$ cat src/rtl/pipe_pkg.sv
// pipe_pkg: shared types and constants for the MEM pipeline stage.
//   mem_state_e : MEM-stage FSM states (IDLE, WAIT)
//   DATA_W      : data/address width, REGN_W : register-number width
//   TIMEOUT_CYC_DEF : default WAIT-cycle limit for the optional timeout
//   mw_bus_t    : one MEM/WB register entry
package pipe_pkg;

  localparam int DATA_W          = 32;
  localparam int REGN_W          = 5;
  localparam int TIMEOUT_CYC_DEF = 15;

  typedef logic [DATA_W-1:0] word_t;
  typedef logic [REGN_W-1:0] regn_t;

  typedef enum logic {
    ST_IDLE = 1'b0,
    ST_WAIT = 1'b1
  } mem_state_e;

  typedef struct packed {
    logic  wreg;
    logic  m2reg;
    word_t mo;
    word_t alu;
    regn_t rn;
  } mw_bus_t;

endpackage

$ cat src/rtl/pipe_mem_stage_if.sv
// pipe_mem_stage_if: data-memory request/response bus.
//   dmem_req, dmem_we, dmem_addr, dmem_wdata : request, driven by the MEM stage
//   dmem_ack, dmem_rdata                     : completion and load data, driven by memory
// Modports: master (MEM stage), slave (memory).
interface pipe_mem_stage_if;
  import pipe_pkg::*;

  logic  dmem_req;
  logic  dmem_we;
  word_t dmem_addr;
  word_t dmem_wdata;
  logic  dmem_ack;
  word_t dmem_rdata;

  modport master (
    output dmem_req, dmem_we, dmem_addr, dmem_wdata,
    input  dmem_ack, dmem_rdata
  );

  modport slave (
    input  dmem_req, dmem_we, dmem_addr, dmem_wdata,
    output dmem_ack, dmem_rdata
  );

endinterface

$ cat src/rtl/pipemwreg.sv
// pipemwreg: MEM/WB pipeline register.
//   clk, clrn : clock, asynchronous active-low reset
//   load_i    : 1 = capture d_i, 0 = insert a bubble (write-enables cleared)
//   d_i       : next MEM/WB entry
//   q_o       : current MEM/WB entry
module pipemwreg
  import pipe_pkg::*;
(
  input  logic    clk,
  input  logic    clrn,
  input  logic    load_i,
  input  mw_bus_t d_i,
  output mw_bus_t q_o
);

  mw_bus_t mw_q;
  mw_bus_t mw_d;

  // A bubble only has to kill the register write and load-select; the
  // data fields are don't-care downstream, so they simply hold.
  always_comb begin
    mw_d = mw_q;
    if (load_i) begin
      mw_d = d_i;
    end else begin
      mw_d.wreg  = 1'b0;
      mw_d.m2reg = 1'b0;
    end
  end

  always_ff @(posedge clk or negedge clrn) begin
    if (!clrn) mw_q <= '0;
    else       mw_q <= mw_d;
  end

  assign q_o = mw_q;

endmodule

$ cat src/rtl/pipe_mem_stage.sv
// pipe_mem_stage: MEM stage of the pipeline with a stalling data-memory port.
//   clk, clrn                  : clock, asynchronous active-low reset
//   mwreg, mm2reg, mwmem       : EX/MEM control (register write, load, store)
//   malu, mb, mrn              : address/ALU result, store data, destination reg
//   dmem                       : data-memory bus (master side)
//   stall                      : combinational; holds EX/MEM and earlier stages
//   wwreg, wm2reg, wmo, walu, wrn : MEM/WB register outputs
//   mem_err                    : one-cycle timeout pulse
// Optional feature: define PIPE_MEM_TIMEOUT_EN to abort an access after
// TIMEOUT_CYC WAIT cycles without dmem_ack; otherwise WAIT lasts until ack.
//
// state | meaning
// IDLE  | no access outstanding; memops launch a request from here
// WAIT  | request outstanding, waiting for dmem_ack (or timeout)
module pipe_mem_stage
  import pipe_pkg::*;
#(
  parameter int TIMEOUT_CYC = TIMEOUT_CYC_DEF
) (
  input  logic                      clk,
  input  logic                      clrn,
  input  logic                      mwreg,
  input  logic                      mm2reg,
  input  logic                      mwmem,
  input  word_t                     malu,
  input  word_t                     mb,
  input  regn_t                     mrn,
  pipe_mem_stage_if.master          dmem,
  output logic                      stall,
  output logic                      wwreg,
  output logic                      wm2reg,
  output word_t                     wmo,
  output word_t                     walu,
  output regn_t                     wrn,
  output logic                      mem_err
);

  mem_state_e state_q;
  logic       req_q;
  logic       we_q;
  word_t      addr_q;
  word_t      wdata_q;

  logic       memop;
  logic       tmo_hit;
  logic       mw_load;
  mw_bus_t    mw_d;
  mw_bus_t    mw_q;

  assign memop = mm2reg | mwmem;

`ifdef PIPE_MEM_TIMEOUT_EN
  localparam int CNT_W = (TIMEOUT_CYC > 1) ? $clog2(TIMEOUT_CYC) : 1;

  logic [CNT_W-1:0] cnt_q;

  // Counter is zero on the first WAIT cycle, so the abort lands on the
  // TIMEOUT_CYC-th WAIT cycle. Wrap on the abort cycle is harmless: IDLE clears it.
  always_ff @(posedge clk or negedge clrn) begin
    if (!clrn)                  cnt_q <= '0;
    else if (state_q == ST_WAIT) cnt_q <= cnt_q + 1'b1;
    else                        cnt_q <= '0;
  end

  assign tmo_hit = (state_q == ST_WAIT) && !dmem.dmem_ack &&
                   (cnt_q == CNT_W'(TIMEOUT_CYC - 1));
  assign mem_err = tmo_hit;
`else
  logic unused_timeout_cfg;
  assign unused_timeout_cfg = ^TIMEOUT_CYC;
  assign tmo_hit = 1'b0;
  assign mem_err = 1'b0;
`endif

  // Stall and MEM/WB selection. While stalled the EX/MEM inputs are held,
  // so on completion they still describe the instruction being retired.
  always_comb begin
    stall       = 1'b0;
    mw_load     = 1'b0;
    mw_d.wreg   = mwreg;
    mw_d.m2reg  = mm2reg;
    mw_d.mo     = '0;
    mw_d.alu    = malu;
    mw_d.rn     = mrn;
    if (state_q == ST_IDLE) begin
      if (memop) stall   = 1'b1;
      else       mw_load = 1'b1;
    end else begin
      if (dmem.dmem_ack) begin
        mw_load = 1'b1;
        // Load+store together counts as a store: no load data returned.
        mw_d.mo = mwmem ? '0 : dmem.dmem_rdata;
      end else if (tmo_hit) begin
        mw_load   = 1'b1;
        mw_d.wreg = 1'b0;
      end else begin
        stall = 1'b1;
      end
    end
  end

  always_ff @(posedge clk or negedge clrn) begin
    if (!clrn) begin
      state_q <= ST_IDLE;
      req_q   <= 1'b0;
      we_q    <= 1'b0;
      addr_q  <= '0;
      wdata_q <= '0;
    end else if (state_q == ST_IDLE) begin
      if (memop) begin
        state_q <= ST_WAIT;
        req_q   <= 1'b1;
        we_q    <= mwmem;
        addr_q  <= malu;
        wdata_q <= mb;
      end
    end else begin
      if (dmem.dmem_ack || tmo_hit) begin
        state_q <= ST_IDLE;
        req_q   <= 1'b0;
      end
    end
  end

  assign dmem.dmem_req   = req_q;
  assign dmem.dmem_we    = we_q;
  assign dmem.dmem_addr  = addr_q;
  assign dmem.dmem_wdata = wdata_q;

  pipemwreg u_mwreg (
    .clk    (clk),
    .clrn   (clrn),
    .load_i (mw_load),
    .d_i    (mw_d),
    .q_o    (mw_q)
  );

  assign wwreg  = mw_q.wreg;
  assign wm2reg = mw_q.m2reg;
  assign wmo    = mw_q.mo;
  assign walu   = mw_q.alu;
  assign wrn    = mw_q.rn;

endmodule

$ cat src/flat_wrapper.sv
// flat-port wrapper written by rule: the top's interface ports become plain ports
module pipe_mem_stage_flat import pipe_pkg::*;
#(
  parameter int TIMEOUT_CYC = TIMEOUT_CYC_DEF
)
  (clk, clrn, mwreg, mm2reg, mwmem, malu, mb, mrn, stall, wwreg, wm2reg, wmo, walu, wrn, mem_err, dmem_dmem_req, dmem_dmem_we, dmem_dmem_addr, dmem_dmem_wdata, dmem_dmem_ack, dmem_dmem_rdata);
  pipe_mem_stage_if dmem_i ();
  input  logic clk;
  input  logic clrn;
  input  logic mwreg;
  input  logic mm2reg;
  input  logic mwmem;
  input  word_t malu;
  input  word_t mb;
  input  regn_t mrn;
  output logic stall;
  output logic wwreg;
  output logic wm2reg;
  output word_t wmo;
  output word_t walu;
  output regn_t wrn;
  output logic mem_err;
  output wire logic [$bits(dmem_i.dmem_req)-1:0] dmem_dmem_req;
  output wire logic [$bits(dmem_i.dmem_we)-1:0] dmem_dmem_we;
  output wire logic [$bits(dmem_i.dmem_addr)-1:0] dmem_dmem_addr;
  output wire logic [$bits(dmem_i.dmem_wdata)-1:0] dmem_dmem_wdata;
  input wire logic [$bits(dmem_i.dmem_ack)-1:0] dmem_dmem_ack;
  input wire logic [$bits(dmem_i.dmem_rdata)-1:0] dmem_dmem_rdata;
  assign dmem_dmem_req = dmem_i.dmem_req;
  assign dmem_dmem_we = dmem_i.dmem_we;
  assign dmem_dmem_addr = dmem_i.dmem_addr;
  assign dmem_dmem_wdata = dmem_i.dmem_wdata;
  assign dmem_i.dmem_ack = dmem_dmem_ack;
  assign dmem_i.dmem_rdata = dmem_dmem_rdata;
  pipe_mem_stage #(.TIMEOUT_CYC(TIMEOUT_CYC)) u_core (.clk(clk), .clrn(clrn), .mwreg(mwreg), .mm2reg(mm2reg), .mwmem(mwmem), .malu(malu), .mb(mb), .mrn(mrn), .dmem(dmem_i), .stall(stall), .wwreg(wwreg), .wm2reg(wm2reg), .wmo(wmo), .walu(walu), .wrn(wrn), .mem_err(mem_err));
endmodule
$ cat config.mk
export PLATFORM = sky130hd
export DESIGN_NAME = pipe_mem_stage_flat
export DESIGN_NICKNAME = d
export VERILOG_FILES = /design/src/rtl/pipe_pkg.sv /design/src/rtl/pipe_mem_stage_if.sv /design/src/rtl/pipemwreg.sv /design/src/rtl/pipe_mem_stage.sv /design/src/flat_wrapper.sv
export SDC_FILE = /design/constraint.sdc
export NUM_CORES = 1
export LEC_CHECK = 0
export CAP_MARGIN = 20
export CORE_UTILIZATION = 26
export CTS_CLUSTER_DIAMETER = 200
export CTS_CLUSTER_SIZE = 40
export DETAILED_ROUTE_END_ITERATION = 16
export PLACE_DENSITY = 0.58
export SLEW_MARGIN = 25
export SYNTH_ARGS = -nofsm -noshare
export SYNTH_HDL_FRONTEND = slang
export SYNTH_SLANG_ARGS = --single-unit
$ cat constraint.sdc
create_clock -name clk -period 1.5 [get_ports clk]
set_clock_uncertainty 0.2 [all_clocks]
set_input_delay 0.225 -clock clk [delete_from_list [all_inputs] [get_ports clk]]
set_output_delay 0.225 -clock clk [all_outputs]
set_load 0.02 [all_outputs]
==> results of run 1 <==
-- cell usage in the layout, fill, tap and decap left out, drive strengths merged, types with 6 or more instances in the layout --
cell type and count:
buf 177, inv 6, a31oi 32, clkdlybuf4s50 103, nand2 33, clkbuf 21, a21oi 33, mux2 101
dfrtp 138, nand2b 34
-- routing by layer --
layer	part of all wire, %	global-route usage, %	vias up
met5	0	0	-
met4	1.1	4.28	0
met3	7.8	5.12	14
met2	49	23.0	178
met1	43	17.6	2102
li1	-	-	1989
-- state kept, by name (all words and copies together), names as in the netlist --
name,flops
u_core.dmem.dmem_addr,32
u_core.dmem.dmem_req,1
u_core.dmem.dmem_wdata,32
u_core.dmem.dmem_we,1
u_core.state_q,1
u_core.u_mwreg.q_o,71
-- final timing paths --
path                                                         start                                      to  slack, ns  cells after the start
worst min register to register  u_core.u_mwreg.q_o[29]$_DFFE_PN0P_      u_core.u_mwreg.q_o[29]$_DFFE_PN0P_       0.29                      1
worst min-delay path                                          clrn   u_core.dmem.dmem_addr[10]$_DFFE_PN0P_       0.09                      2
min in group clk                                            mm2reg        u_core.u_mwreg.q_o[69]$_DFF_PN0_       0.11                      3
max in group asynchronous                                     clrn                u_core.state_q$_DFF_PN0_       0.49                      3
worst max-delay path                      u_core.state_q$_DFF_PN0_  u_core.dmem.dmem_wdata[18]$_DFFE_PN0P_      -0.14                      4
worst max register to register            u_core.state_q$_DFF_PN0_  u_core.dmem.dmem_wdata[18]$_DFFE_PN0P_      -0.14                      4
-- power breakdown --
| group | internal [W] | leakage, nW | switching (W) |
|---|---|---|---|
| logic | 0.00174 | 2.09 | 0.00203 |
| registers | 0.00449 | 1.62 | 0.000445 |
| clock network | 0.00263 | 0.284 | 0.00163 |
| total | 0.00886 | 4.00 | 0.00411 |
-- cells in the mapped netlist (all sizes together), types with 3 or more instances --
cell / n
a21oi: 33
a31oi: 32
buf: 21
clkbuf: 10
dfrtp: 138
inv: 3
mux2: 101
nand2: 33
nand2b: 34
o21ai: 3
-- layout make-up --
type | instances | area, um2 | area share [%]
Sequential cell | 138 | 3450 | 39.5
Inverter | 3 | 11.3 | 0.129
Multi-Input combinational cell | 242 | 2040 | 23.4
Clock inverter | 13 | 166 | 1.90
Timing Repair Buffer | 287 | 2290 | 26.2
Clock buffer | 19 | 433 | 4.95
Tap cell | 275 | 344 | 3.93
-- metrics by stage --
| step | utilization (%) | area, um2 | setup slack [ns] | total power, W |
|---|---|---|---|---|
| 6_report | 41.6 | 8750 | -0.135 | 0.0130 |
| 5_1_grt | 41.6 | 8750 | -0.192 | 0.0136 |
| 4_1_cts | 42.8 | 9000 | -0.142 | 0.0133 |
| 3_5_place_dp | 40.3 | 8460 | -0.695 | 0.00925 |
| 3_3_place_gp | 40.3 | 8460 | -0.659 | 0.00917 |
| 2_1_floorplan | - | 5570 | -0.135 | 0.00694 |
-- logic make-up (layout without fill, tap and decap cells) --
kind of cell           after synthesis  in the layout
AO/OA/AOI/OAI                       68             68
buffers and inverters               34            322
flip-flops                         138            138
multiplexers                       101            101
other                                1              1
AND/OR/NAND/NOR                     72             72
-- repair_timing --
item / in CTS / in global routing
setup buffers: 5 / 5
pin swaps: 2 / 0
cloned: 1 / 2
endpoints found under the setup margin: 239 / 210
endpoints found under the hold margin: 138 / 0
resized for setup: 492 / 120
hold buffers: 1 / 0
==> impl_metrics.sql, run 1 <==
INSERT INTO impl_metrics (metric_group, metric, value, unit) VALUES
('detailed_routing', 'drt_wl_total', '15800', 'um'),
('worst_setup_path', 'cp-start-kind', 'flip-flop', ''),
('global_routing', 'largest_net_degree_at_the_start_of_global_routing', '69', ''),
('logic_synthesis', 'yosys_register_bits', '138', ''),
('finish', 'num-nets-final', '796', ''),
('sta', 'post-route-period-util', '109', '%'),
('power', 'p_leak', '4.00', 'nW'),
('placed_design', 'hpwlAfterDp', '10800', 'um'),
('cts', 'cts-buffers-inserted', '17', ''),
('logic_synthesis', 'async_reset_ff_share', '100', '%'),
('detailed_routing', 'drt-initial-drc-count', '106', ''),
('status', 'status', 'complete, but fails checks', ''),
('floorplanning', 'chipWidth', '148', 'um'),
('detailed_routing', 'count_of_vias_placed_by_the_detailed_router', '4283', ''),
('power', 'power_density', '1480', 'nW/um2'),
('global_routing', 'grt_first_pass_wirelength', '24100', 'um'),
('sta', 'timing.final.ws_setup', '-0.135', 'ns'),
('sta', 'sum_of_negative_setup_slack', '-7.32', 'ns'),
('floorplanning', 'boundaryPins', '246', ''),
('global_routing', 'first_global_vias', '4443', ''),
('worst_setup_path', 'category_of_the_most_critical_setup_path', 'flip-flop to flip-flop', ''),
('global_routing', 'global_route.overflow_total', '0', ''),
('placed_design', 'weighted_congestion_at_the_end_of_routability_driven_global_placement', '0.766', ''),
('finish', 'fraction_of_final_layout_cells_sized_beyond_drive_strength_1', '44.6', '%'),
('run', 'drv.max_cap_violation_count', '0', ''),
('cts', 'clockRootBuffer', 'clkbuf_16', ''),
('floorplanning', 'chipHeight', '148', 'um'),
('logic_synthesis', 'synthDistinctLibCells', '21', ''),
('worst_setup_path', 'worstPathCellList', 'nand2b_4 -> buf_12 -> clkbuf_16 -> mux2_4', ''),
('cts', 'clk-insertion-delay-late', '0.41', 'ns'),
('floorplanning', 'core.rowCount', '53', ''),
('logic_synthesis', 'synth_enable_flop_cells', '0', ''),
('cts', 'cts.sink_count', '138', ''),
('cts', 'cts_buffer_depth', '2', ''),
('sta', 'worst_hold_margin', '0.0915', 'ns'),
('floorplanning', 'floorplan_core_area', '21000', 'um2'),
('worst_setup_path', 'crit_buf_inv', '2', ''),
('logic_synthesis', 'yosys.area_share.simple', '6.56', '%'),
('worst_setup_path', 'crit_path_top_delay_cell', 'dfrtp_2', ''),
('sta', 'rsz0062_at_grt', 'true', ''),
('sta', 'report.final.setup_viol', '89', ''),
('logic_synthesis', 'synth_compound_gate_area_share', '7.04', '%'),
('logic_synthesis', 'synthesis.yosys.warnings', '0', ''),
('logic_synthesis', 'synthesis.area_per_instance', '13.4', 'um2'),
('finish', 'fillerInstances', '2028', ''),
('floorplanning', 'die_outline_area', '22000', 'um2'),
('global_routing', 'grtUsageTotal', '14.2', '%'),
('logic_synthesis', 'post_synth_main_area_contributors', 'dfrtp_1 (62%), mux2_2 (19%), nand2b_1 (3.8%), a31oi_1 (3.6%), a21oi_1 (3.0%)', ''),
('finish', 'stdcell_count', '977', ''),
('logic_synthesis', 'seq_area_frac_synth', '62.0', '%'),
('hold_path', 'holdCritPathClass', 'input pin to asynchronous set/reset pin', ''),
('placed_design', 'portBuffers', '244', ''),
('status', 'failed_checks', 'setup timing', ''),
('logic_synthesis', 'synth_top_area_share', '62.0', '%'),
('worst_setup_path', 'crit_path_max_fanout', '7', ''),
('cts', 'htree_levels', '4', ''),
('detailed_routing', 'vias_per_instance', '4.38', ''),
('detailed_routing', 'dr.pass1.iters', '4', ''),
('logic_synthesis', 'dominant_combinational_cell_family_by_area_after_synthesis', 'multiplexers', ''),
('logic_synthesis', 'ys_dominant_reg_cell', 'dfrtp_1', ''),
('finish', 'syn_to_final_growth', '57.2', '%'),
('logic_synthesis', 'total_nets_after_synthesis', '521', ''),
('cts', 'cts_tree', 'built', ''),
('worst_setup_path', 'critical_path_arrival', '1.73', 'ns'),
('detailed_routing', 'wl_per_cell', '16.2', 'um'),
('sta', 'max_frequency', '611', 'MHz'),
('detailed_routing', 'ant_nets', '0', ''),
('finish', 'antenna_cells', '0', ''),
('worst_setup_path', 'worstPathRequired', '1.59', 'ns'),
('worst_setup_path', 'critPathMaxStageDelay', '0.44', 'ns'),
('logic_synthesis', 'largest_area_contributor_in_the_synthesized_netlist', 'dfrtp_1', '');
Power figures use the tool's default switching activity.
==> inputs of run 2 (changes only) <==
Settings changed: CORE_UTILIZATION 26 to 38, PLACE_DENSITY 0.58 to 0.79.
==> run 2 against run 1 <==
Effect of this change:
- the flow still finishes with violations (setup timing)
- clock power down 12%
- first-iteration DRC count up 65%
- largest power group unchanged
- critical path depth unchanged
==> impl_metrics.sql, run 2 (synthesized netlist as in run 1, its figures left out) <==
INSERT INTO impl_metrics (metric_group, metric, value, unit) VALUES
('status', 'status', 'complete, but fails checks', ''),
('status', 'failed_checks', 'setup timing', ''),
('finish', 'antenna_cells', '0', ''),
('power', 'p_total', '0.0123', 'W'),
('detailed_routing', 'drc', '0', ''),
('worst_setup_path', 'critical_path_arrival', '1.74', 'ns'),
('worst_setup_path', 'crit_path_top_delay_cell', 'dfrtp_2', ''),
('sta', 'number_of_endpoints_with_negative_hold_slack_in_the_final_report', '0', ''),
('floorplanning', 'chipWidth', '123', 'um'),
('placed_design', 'weighted_congestion_at_the_end_of_routability_driven_global_placement', '0.784', ''),
('detailed_routing', 'drt-initial-drc-count', '175', ''),
('sta', 'worst_hold_margin', '0.0465', 'ns'),
('cts', 'clkSlewWorstSetupHoldPaths', '0.06', 'ns'),
('sta', 'max_frequency', '605', 'MHz'),
('cts', 'htree_levels', '4', ''),
('worst_setup_path', 'cpLargestDelayFamily', 'flip-flops', ''),
('global_routing', 'grtUsageTotal', '20.5', '%'),
('detailed_routing', 'count_of_vias_placed_by_the_detailed_router', '4215', ''),
('cts', 'clockRootBuffer', 'clkbuf_16', ''),
('worst_setup_path', 'category_of_the_most_critical_setup_path', 'flip-flop to flip-flop', ''),
('finish', 'max_ffs_per_register', '71', ''),
('sta', 'report.final.slew_viol_count', '0', ''),
('finish', 'syn_to_final_growth', '49.1', '%'),
('detailed_routing', 'vias_per_instance', '4.89', ''),
('detailed_routing', 'wl_per_cell', '17.7', 'um'),
('worst_setup_path', 'worst_r2r_path_depth', '4', ''),
('sta', 'sum_of_negative_setup_slack', '-10.49', 'ns'),
('finish', 'fillerInstances', '1186', ''),
('worst_setup_path', 'worstSetupEndpointType', 'flip-flop', ''),
('finish', 'final_common_cell', 'dfrtp_1', ''),
('global_routing', 'largest_net_degree_at_the_start_of_global_routing', '55', ''),
('worst_setup_path', 'worstReg2RegStart', 'u_core.state_q$_DFF_PN0_', ''),
('power', 'p_leak', '3.71', 'nW'),
('global_routing', 'global_route.overflow_total', '0', ''),
('finish', 'layout_common_cells', 'dfrtp_1 (137), buf_2 (122), clkdlybuf4s50_1 (102)', ''),
('cts', 'cts_buffer_depth', '2', ''),
('cts', 'clk-insertion-delay-late', '0.41', 'ns'),
('finish', 'postLayoutCoreUtil', '58.9', '%'),
('cts', 'cts.sink_count', '138', ''),
('finish', 'fin_area', '8300', 'um2'),
('sta', 'fin_crit', '1.65', 'ns'),
('finish', 'fraction_of_final_layout_cells_sized_beyond_drive_strength_1', '42.4', '%'),
('floorplanning', 'boundaryPins', '246', ''),
('worst_setup_path', 'worstPathRequired', '1.58', 'ns'),
('worst_setup_path', 'worstPathCellList', 'buf_4 -> nand2b_4 -> buf_6 -> mux2_2', ''),
('run', 'drv.max_cap_violation_count', '0', ''),
('global_routing', 'first_global_vias', '4477', ''),
('cts', 'cts-buffers-inserted', '17', ''),
('worst_setup_path', 'crit_path_max_fanout', '13', ''),
('placed_design', 'post_placement_cell_area', '8240', 'um2'),
('global_routing', 'antenna_violations_before_repair', '0', ''),
('finish', 'num-nets-final', '777', ''),
('floorplanning', 'initial_utilization', '39.5', '%'),
('hold_path', 'holdCritPathClass', 'input pin to asynchronous set/reset pin', ''),
('power', 'ir_worst_vdd', '1310', 'uV'),
('floorplanning', 'chipHeight', '123', 'um'),
('worst_setup_path', 'cp_num_cells', '4', ''),
('worst_setup_path', 'rr_endpoint', 'u_core.dmem.dmem_wdata[28]$_DFFE_PN0P_', ''),
('worst_setup_path', 'critical_path.endpoint', 'u_core.dmem.dmem_wdata[28]$_DFFE_PN0P_', ''),
('worst_setup_path', 'startpoint', 'u_core.state_q$_DFF_PN0_', ''),
('detailed_routing', 'drt_wl_total', '15300', 'um'),
('floorplanning', 'core.rowCount', '43', ''),
('power', 'power_density', '1480', 'nW/um2'),
('sta', 'report.final.setup_viol', '101', ''),
('worst_setup_path', 'ff2ff_setup_slack', '-0.15', 'ns'),
('detailed_routing', 'ant_nets', '0', ''),
('placed_design', 'portBuffers', '244', ''),
('sta', 'timing.final.ws_setup', '-0.152', 'ns'),
('detailed_routing', 'dr.pass1.iters', '4', ''),
('placed_design', 'hpwlAfterDp', '10800', 'um'),
('floorplanning', 'floorplan_core_area', '14100', 'um2'),
('worst_setup_path', 'crit_buf_inv', '2', ''),
('cts', 'cts_tree', 'built', ''),
('sta', 'rsz0062_at_grt', 'true', ''),
('worst_setup_path', 'cp-start-kind', 'flip-flop', ''),
('sta', 'post-route-period-util', '110', '%'),
('floorplanning', 'die_outline_area', '15100', 'um2'),
('worst_setup_path', 'critPathMaxStageDelay', '0.42', 'ns'),
('global_routing', 'grt_first_pass_wirelength', '23100', 'um');
-- run 2: cell types whose count changed in the layout (fill, tap and decap cells not counted), sizes merged --
cell           before  now
clkinvlp            3    2
clkbuf             21   23
dlygate4sd2         2    3
clkdlybuf4s15       2   15
inv                 6    3
bufinv              3    1
clkdlybuf4s50     103  102
clkinv              4    6
buf               177  146
-- run 2: routing by layer --
layer	GRT usage (%)	up-vias	wire, um
met4	6.33	0	146
met1	22.6	2064	5860
li1	-	1948	-
met5	0	-	0
met2	36.3	190	7770
met3	7.84	13	1530
-- run 2: cell type report --
| cell class | instances | area, um2 | share of cell area, % |
|---|---|---|---|
| tap | 180 | 225 | 2.71 |
| timing repair buffer | 268 | 2170 | 26.1 |
| clock buffer | 22 | 454 | 5.47 |
| clock inverter | 9 | 75.1 | 0.904 |
| sequential | 138 | 3450 | 41.6 |
| multi-input combinational | 242 | 1910 | 23.0 |
| inverter | 3 | 11.3 | 0.136 |
-- run 2: report_power, final --
group          switching [W]  internal (W)
Clock                0.00148       0.00229
Combinational        0.00198       0.00157
Sequential          0.000450       0.00449
-- run 2: per-stage QoR --
step,setup slack (ns),std cells
2_1_floorplan,-0.135,414
6_report,-0.152,862
3_3_place_gp,-0.704,826
5_1_grt,-0.198,862
4_1_cts,-0.162,860
3_5_place_dp,-0.749,826
-- run 2: repair_timing --
| item | in CTS | in global routing |
|---|---|---|
| setup buffers | 1 | 1 |
| endpoints found under the hold margin | 138 | 0 |
| hold buffers | 1 | 0 |
| cloned | 1 | 1 |
| setup endpoints to repair | 271 | 179 |
| pin swaps | 2 | 0 |
| resized for setup | 488 | 70 |
-- run 2: worst min-delay path by stage --
stage,startpoint,end,slack [ns],depth (start not counted)
detailed placement,clrn,u_core.dmem.dmem_wdata[15]$_DFFE_PN0P_,-0.08,1
floorplan,clrn,u_core.dmem.dmem_addr[0]$_DFFE_PN0P_,-0.27,0
global placement,clrn,u_core.dmem.dmem_wdata[15]$_DFFE_PN0P_,-0.09,1
finish,clrn,u_core.dmem.dmem_wdata[15]$_DFFE_PN0P_,0.05,2
CTS,clrn,u_core.dmem.dmem_wdata[15]$_DFFE_PN0P_,0.03,2
global route,clrn,u_core.dmem.dmem_wdata[15]$_DFFE_PN0P_,0.05,2
==> inputs of run 3 (changes only) <==
Settings changed: CORE_UTILIZATION 38 to 39, SYNTH_HIERARCHICAL set to 1.
==> run 3 against run 2 <==
Effect of this change:
- the run still ends with setup timing left
- via count is 6.7% lower
- first-iteration DRC count is 13% lower
- final area is 11% higher
- total power is 3.8% higher
- hold slack gained 0.039 ns
- global-route usage fell by 0.82 points
- routed wire length rose by 1.8%
- maximum frequency is 8.5% lower
- flip-flop and latch count did not move
- critical endpoint is now stall
- largest power group unchanged
==> impl_metrics.sql, run 3 <==
INSERT INTO impl_metrics (metric_group, metric, value, unit) VALUES
('detailed_routing', 'wl_per_cell', '18.8', 'um'),
('placed_design', 'weighted_congestion_at_the_end_of_routability_driven_global_placement', '0.757', ''),
('floorplanning', 'chipHeight', '126', 'um'),
('placed_design', 'hpwlAfterDp', '10300', 'um'),
('logic_synthesis', 'post_synth_main_area_contributors', 'dfrtp_1 (57%), mux2_4 (32%), buf_12 (4.3%), and2_1 (3.5%), mux2_2 (0.93%)', ''),
('cts', 'cts_tree', 'built', ''),
('logic_synthesis', 'synthesis.yosys.warnings', '6', ''),
('status', 'status', 'complete, but fails checks', ''),
('logic_synthesis', 'synth_enable_flop_cells', '0', ''),
('cts', 'cts.sink_count', '138', ''),
('global_routing', 'grtUsageTotal', '19.6', '%'),
('logic_synthesis', 'yosys.cell_count.top_type', 'dfrtp_1', ''),
('finish', 'final_common_cell', 'dfrtp_1', ''),
('worst_setup_path', 'ff2ff_setup_slack', '-0.30', 'ns'),
('cts', 'clkSlewWorstSetupHoldPaths', '0.06', 'ns'),
('global_routing', 'global_route.overflow_total', '0', ''),
('logic_synthesis', 'seq_area_frac_synth', '57.2', '%'),
('global_routing', 'first_global_vias', '4402', ''),
('worst_setup_path', 'critical_path_arrival', '1.38', 'ns'),
('finish', 'num-nets-final', '737', ''),
('logic_synthesis', 'async_reset_ff_share', '100', '%'),
('detailed_routing', 'count_of_vias_placed_by_the_detailed_router', '3931', ''),
('finish', 'seq_area', '3450', 'um2'),
('logic_synthesis', 'largest_area_contributor_in_the_synthesized_netlist', 'dfrtp_1', ''),
('power', 'p_leak', '4.60', 'nW'),
('logic_synthesis', 'syn_inst', '336', ''),
('logic_synthesis', 'synth_top_cells_by_count', 'dfrtp_1 (138), mux2_4 (128), and2_1 (34), buf_12 (13), mux2_2 (5)', ''),
('cts', 'htree_levels', '4', ''),
('floorplanning', 'core.rowCount', '45', ''),
('finish', 'antenna_cells', '0', ''),
('worst_setup_path', 'worstSetupEndpointType', 'primary output', ''),
('worst_setup_path', 'rr_endpoint', 'u_core/u_mwreg/q_o[19]$_DFFE_PN0P_', ''),
('hold_path', 'holdCritPathClass', 'input pin to asynchronous set/reset pin', ''),
('finish', 'multi_input_area', '2320', 'um2'),
('floorplanning', 'die_outline_area', '16000', 'um2'),
('logic_synthesis', 'yosys_register_bits', '138', ''),
('worst_setup_path', 'worstReg2RegStart', 'u_core/state_q$_DFF_PN0_', ''),
('global_routing', 'grt_first_pass_wirelength', '24100', 'um'),
('power', 'power_density', '1380', 'nW/um2'),
('sta', 'report.final.setup_viol', '135', ''),
('run', 'drv.max_cap_violation_count', '0', ''),
('finish', 'fillerInstances', '1200', ''),
('logic_synthesis', 'ys_dominant_reg_cell', 'dfrtp_1', ''),
('finish', 'max_ffs_per_register', '71', ''),
('finish', 'postLayoutCoreUtil', '61.0', '%'),
('finish', 'fraction_of_final_layout_cells_sized_beyond_drive_strength_1', '55.9', '%'),
('logic_synthesis', 'synthesis.area_per_instance', '18.0', 'um2'),
('global_routing', 'antenna_violations_before_repair', '0', ''),
('logic_synthesis', 'syn-cell-area', '6040', 'um2'),
('sta', 'worst_hold_margin', '0.0852', 'ns'),
('sta', 'report.final.slew_viol_count', '0', ''),
('floorplanning', 'floorplan_core_area', '15100', 'um2'),
('status', 'failed_checks', 'setup timing', ''),
('floorplanning', 'chipWidth', '126', 'um'),
('detailed_routing', 'drt_wl_total', '15600', 'um'),
('cts', 'cts_buffer_depth', '2', ''),
('worst_setup_path', 'worstPathRequired', '1.07', 'ns'),
('worst_setup_path', 'category_of_the_most_critical_setup_path', 'flip-flop to primary output', ''),
('detailed_routing', 'dr.pass1.iters', '5', ''),
('sta', 'max_frequency', '554', 'MHz'),
('logic_synthesis', 'total_nets_after_synthesis', '443', ''),
('sta', 'rsz0062_at_grt', 'true', ''),
('logic_synthesis', 'synthDistinctLibCells', '20', ''),
('finish', 'syn_to_final_growth', '53.1', '%'),
('power', 'ir_worst_vdd', '715', 'uV'),
('worst_setup_path', 'cp-start-kind', 'flip-flop', ''),
('sta', 'number_of_endpoints_with_negative_hold_slack_in_the_final_report', '0', ''),
('floorplanning', 'initial_utilization', '39.9', '%'),
('detailed_routing', 'ant_nets', '0', ''),
('finish', 'layout_common_cells', 'dfrtp_1 (137), mux2_4 (129), buf_2 (115)', ''),
('detailed_routing', 'drc', '0', ''),
('cts', 'cts-buffers-inserted', '17', ''),
('floorplanning', 'boundaryPins', '246', ''),
('cts', 'clockRootBuffer', 'clkbuf_16', ''),
('detailed_routing', 'vias_per_instance', '4.74', ''),
('worst_setup_path', 'worst_r2r_path_depth', '6', ''),
('sta', 'fin_crit', '1.81', 'ns'),
('sta', 'timing.final.ws_setup', '-0.305', 'ns'),
('global_routing', 'largest_net_degree_at_the_start_of_global_routing', '44', ''),
('placed_design', 'portBuffers', '244', ''),
('worst_setup_path', 'crit_path_max_fanout', '3', ''),
('detailed_routing', 'drt-initial-drc-count', '153', ''),
('cts', 'clk-insertion-delay-late', '0.41', 'ns'),
('sta', 'post-route-period-util', '120', '%'),
('logic_synthesis', 'synth_top_area_share', '57.2', '%');
==> run 3: logic make-up after synthesis <==
kind of cell    after synthesis  synth area share, %
mux                         133                 32.8
other cells                   1               0.0621
buf+inv                      20                 5.12
flops                       138                 57.2
compound gates                5                0.849
simple gates                 39                 4.04
==> run 3: power breakdown <==
group | total (W) | switching, W | internal (W)
clock network | 0.00401 | 0.00150 | 0.00251
registers | 0.00479 | 0.000397 | 0.00439
logic | 0.00394 | 0.00183 | 0.00210
total | 0.0127 | 0.00373 | 0.00900
==> run 3: worst max-delay path by stage <==
stage / start / endpoint / slack [ns] / cells after the start
2_1_floorplan: u_core/state_q$_DFF_PN0_ / u_core/u_mwreg/q_o[27]$_DFFE_PN0P_ / -0.11 / 4
3_5_place_dp: mm2reg / u_core/u_mwreg/q_o[39]$_DFFE_PN0P_ / -0.70 / 5
3_3_place_gp: mwmem / u_core/dmem.dmem_addr[25]$_DFFE_PN0P_ / -0.61 / 6
5_1_grt: u_core/state_q$_DFF_PN0_ / stall / -0.35 / 3
4_1_cts: u_core/state_q$_DFF_PN0_ / u_core/u_mwreg/q_o[14]$_DFFE_PN0P_ / -0.32 / 6
6_report: u_core/state_q$_DFF_PN0_ / stall / -0.31 / 3
==> run 3: repair_timing <==
item	in CTS	in global routing
endpoints found under the hold margin	138	0
cloned	5	5
gates resized for setup	465	108
hold buffers	1	0
buffers inserted	7	4
pin swaps	0	3
endpoints found under the setup margin	271	224
==> run 3: cell type report <==
class,count,share of cell area (%)
Timing Repair Buffer,294,28.9
Tap cell,188,2.54
Sequential cell,138,37.4
Clock buffer,22,5.02
Inverter,1,0.0406
Multi-Input combinational cell,178,25.1
Clock inverter,9,1.06
==> run 3: worst max-delay path: stages, from the launching register on <==
cell and delay, ns:
dfrtp_2 0.41, buf_4 0.15, o31a_4 0.28, buf_6 0.13
==> run 3: per-layer routing <==
| layer | share of wire [%] | wire length [um] | vias up | global-route usage [%] |
|---|---|---|---|---|
| met5 | 0 | 0 | - | 0 |
| met4 | 1.7 | 271 | 0 | 7.65 |
| met3 | 5.8 | 905 | 19 | 5.02 |
| met2 | 50 | 7810 | 157 | 33.3 |
| met1 | 42 | 6600 | 2006 | 24.0 |
| li1 | - | - | 1749 | - |
==> run 3: stage by stage <==
| stage | power, W | std cells | TNS (ns) | setup slack (ns) | instance area (um2) |
|---|---|---|---|---|---|
| 6_report | 0.0127 | 830 | -28.62 | -0.305 | 9250 |
| 5_1_grt | 0.0133 | 830 | -33.66 | -0.346 | 9250 |
| 4_1_cts | 0.0130 | 823 | -32.52 | -0.324 | 9620 |
| 3_5_place_dp | 0.00907 | 780 | -85.82 | -0.704 | 8800 |
| 3_3_place_gp | 0.00899 | 780 | -77.40 | -0.607 | 8800 |
| 2_1_floorplan | 0.00705 | 336 | -7.92 | -0.109 | 6040 |
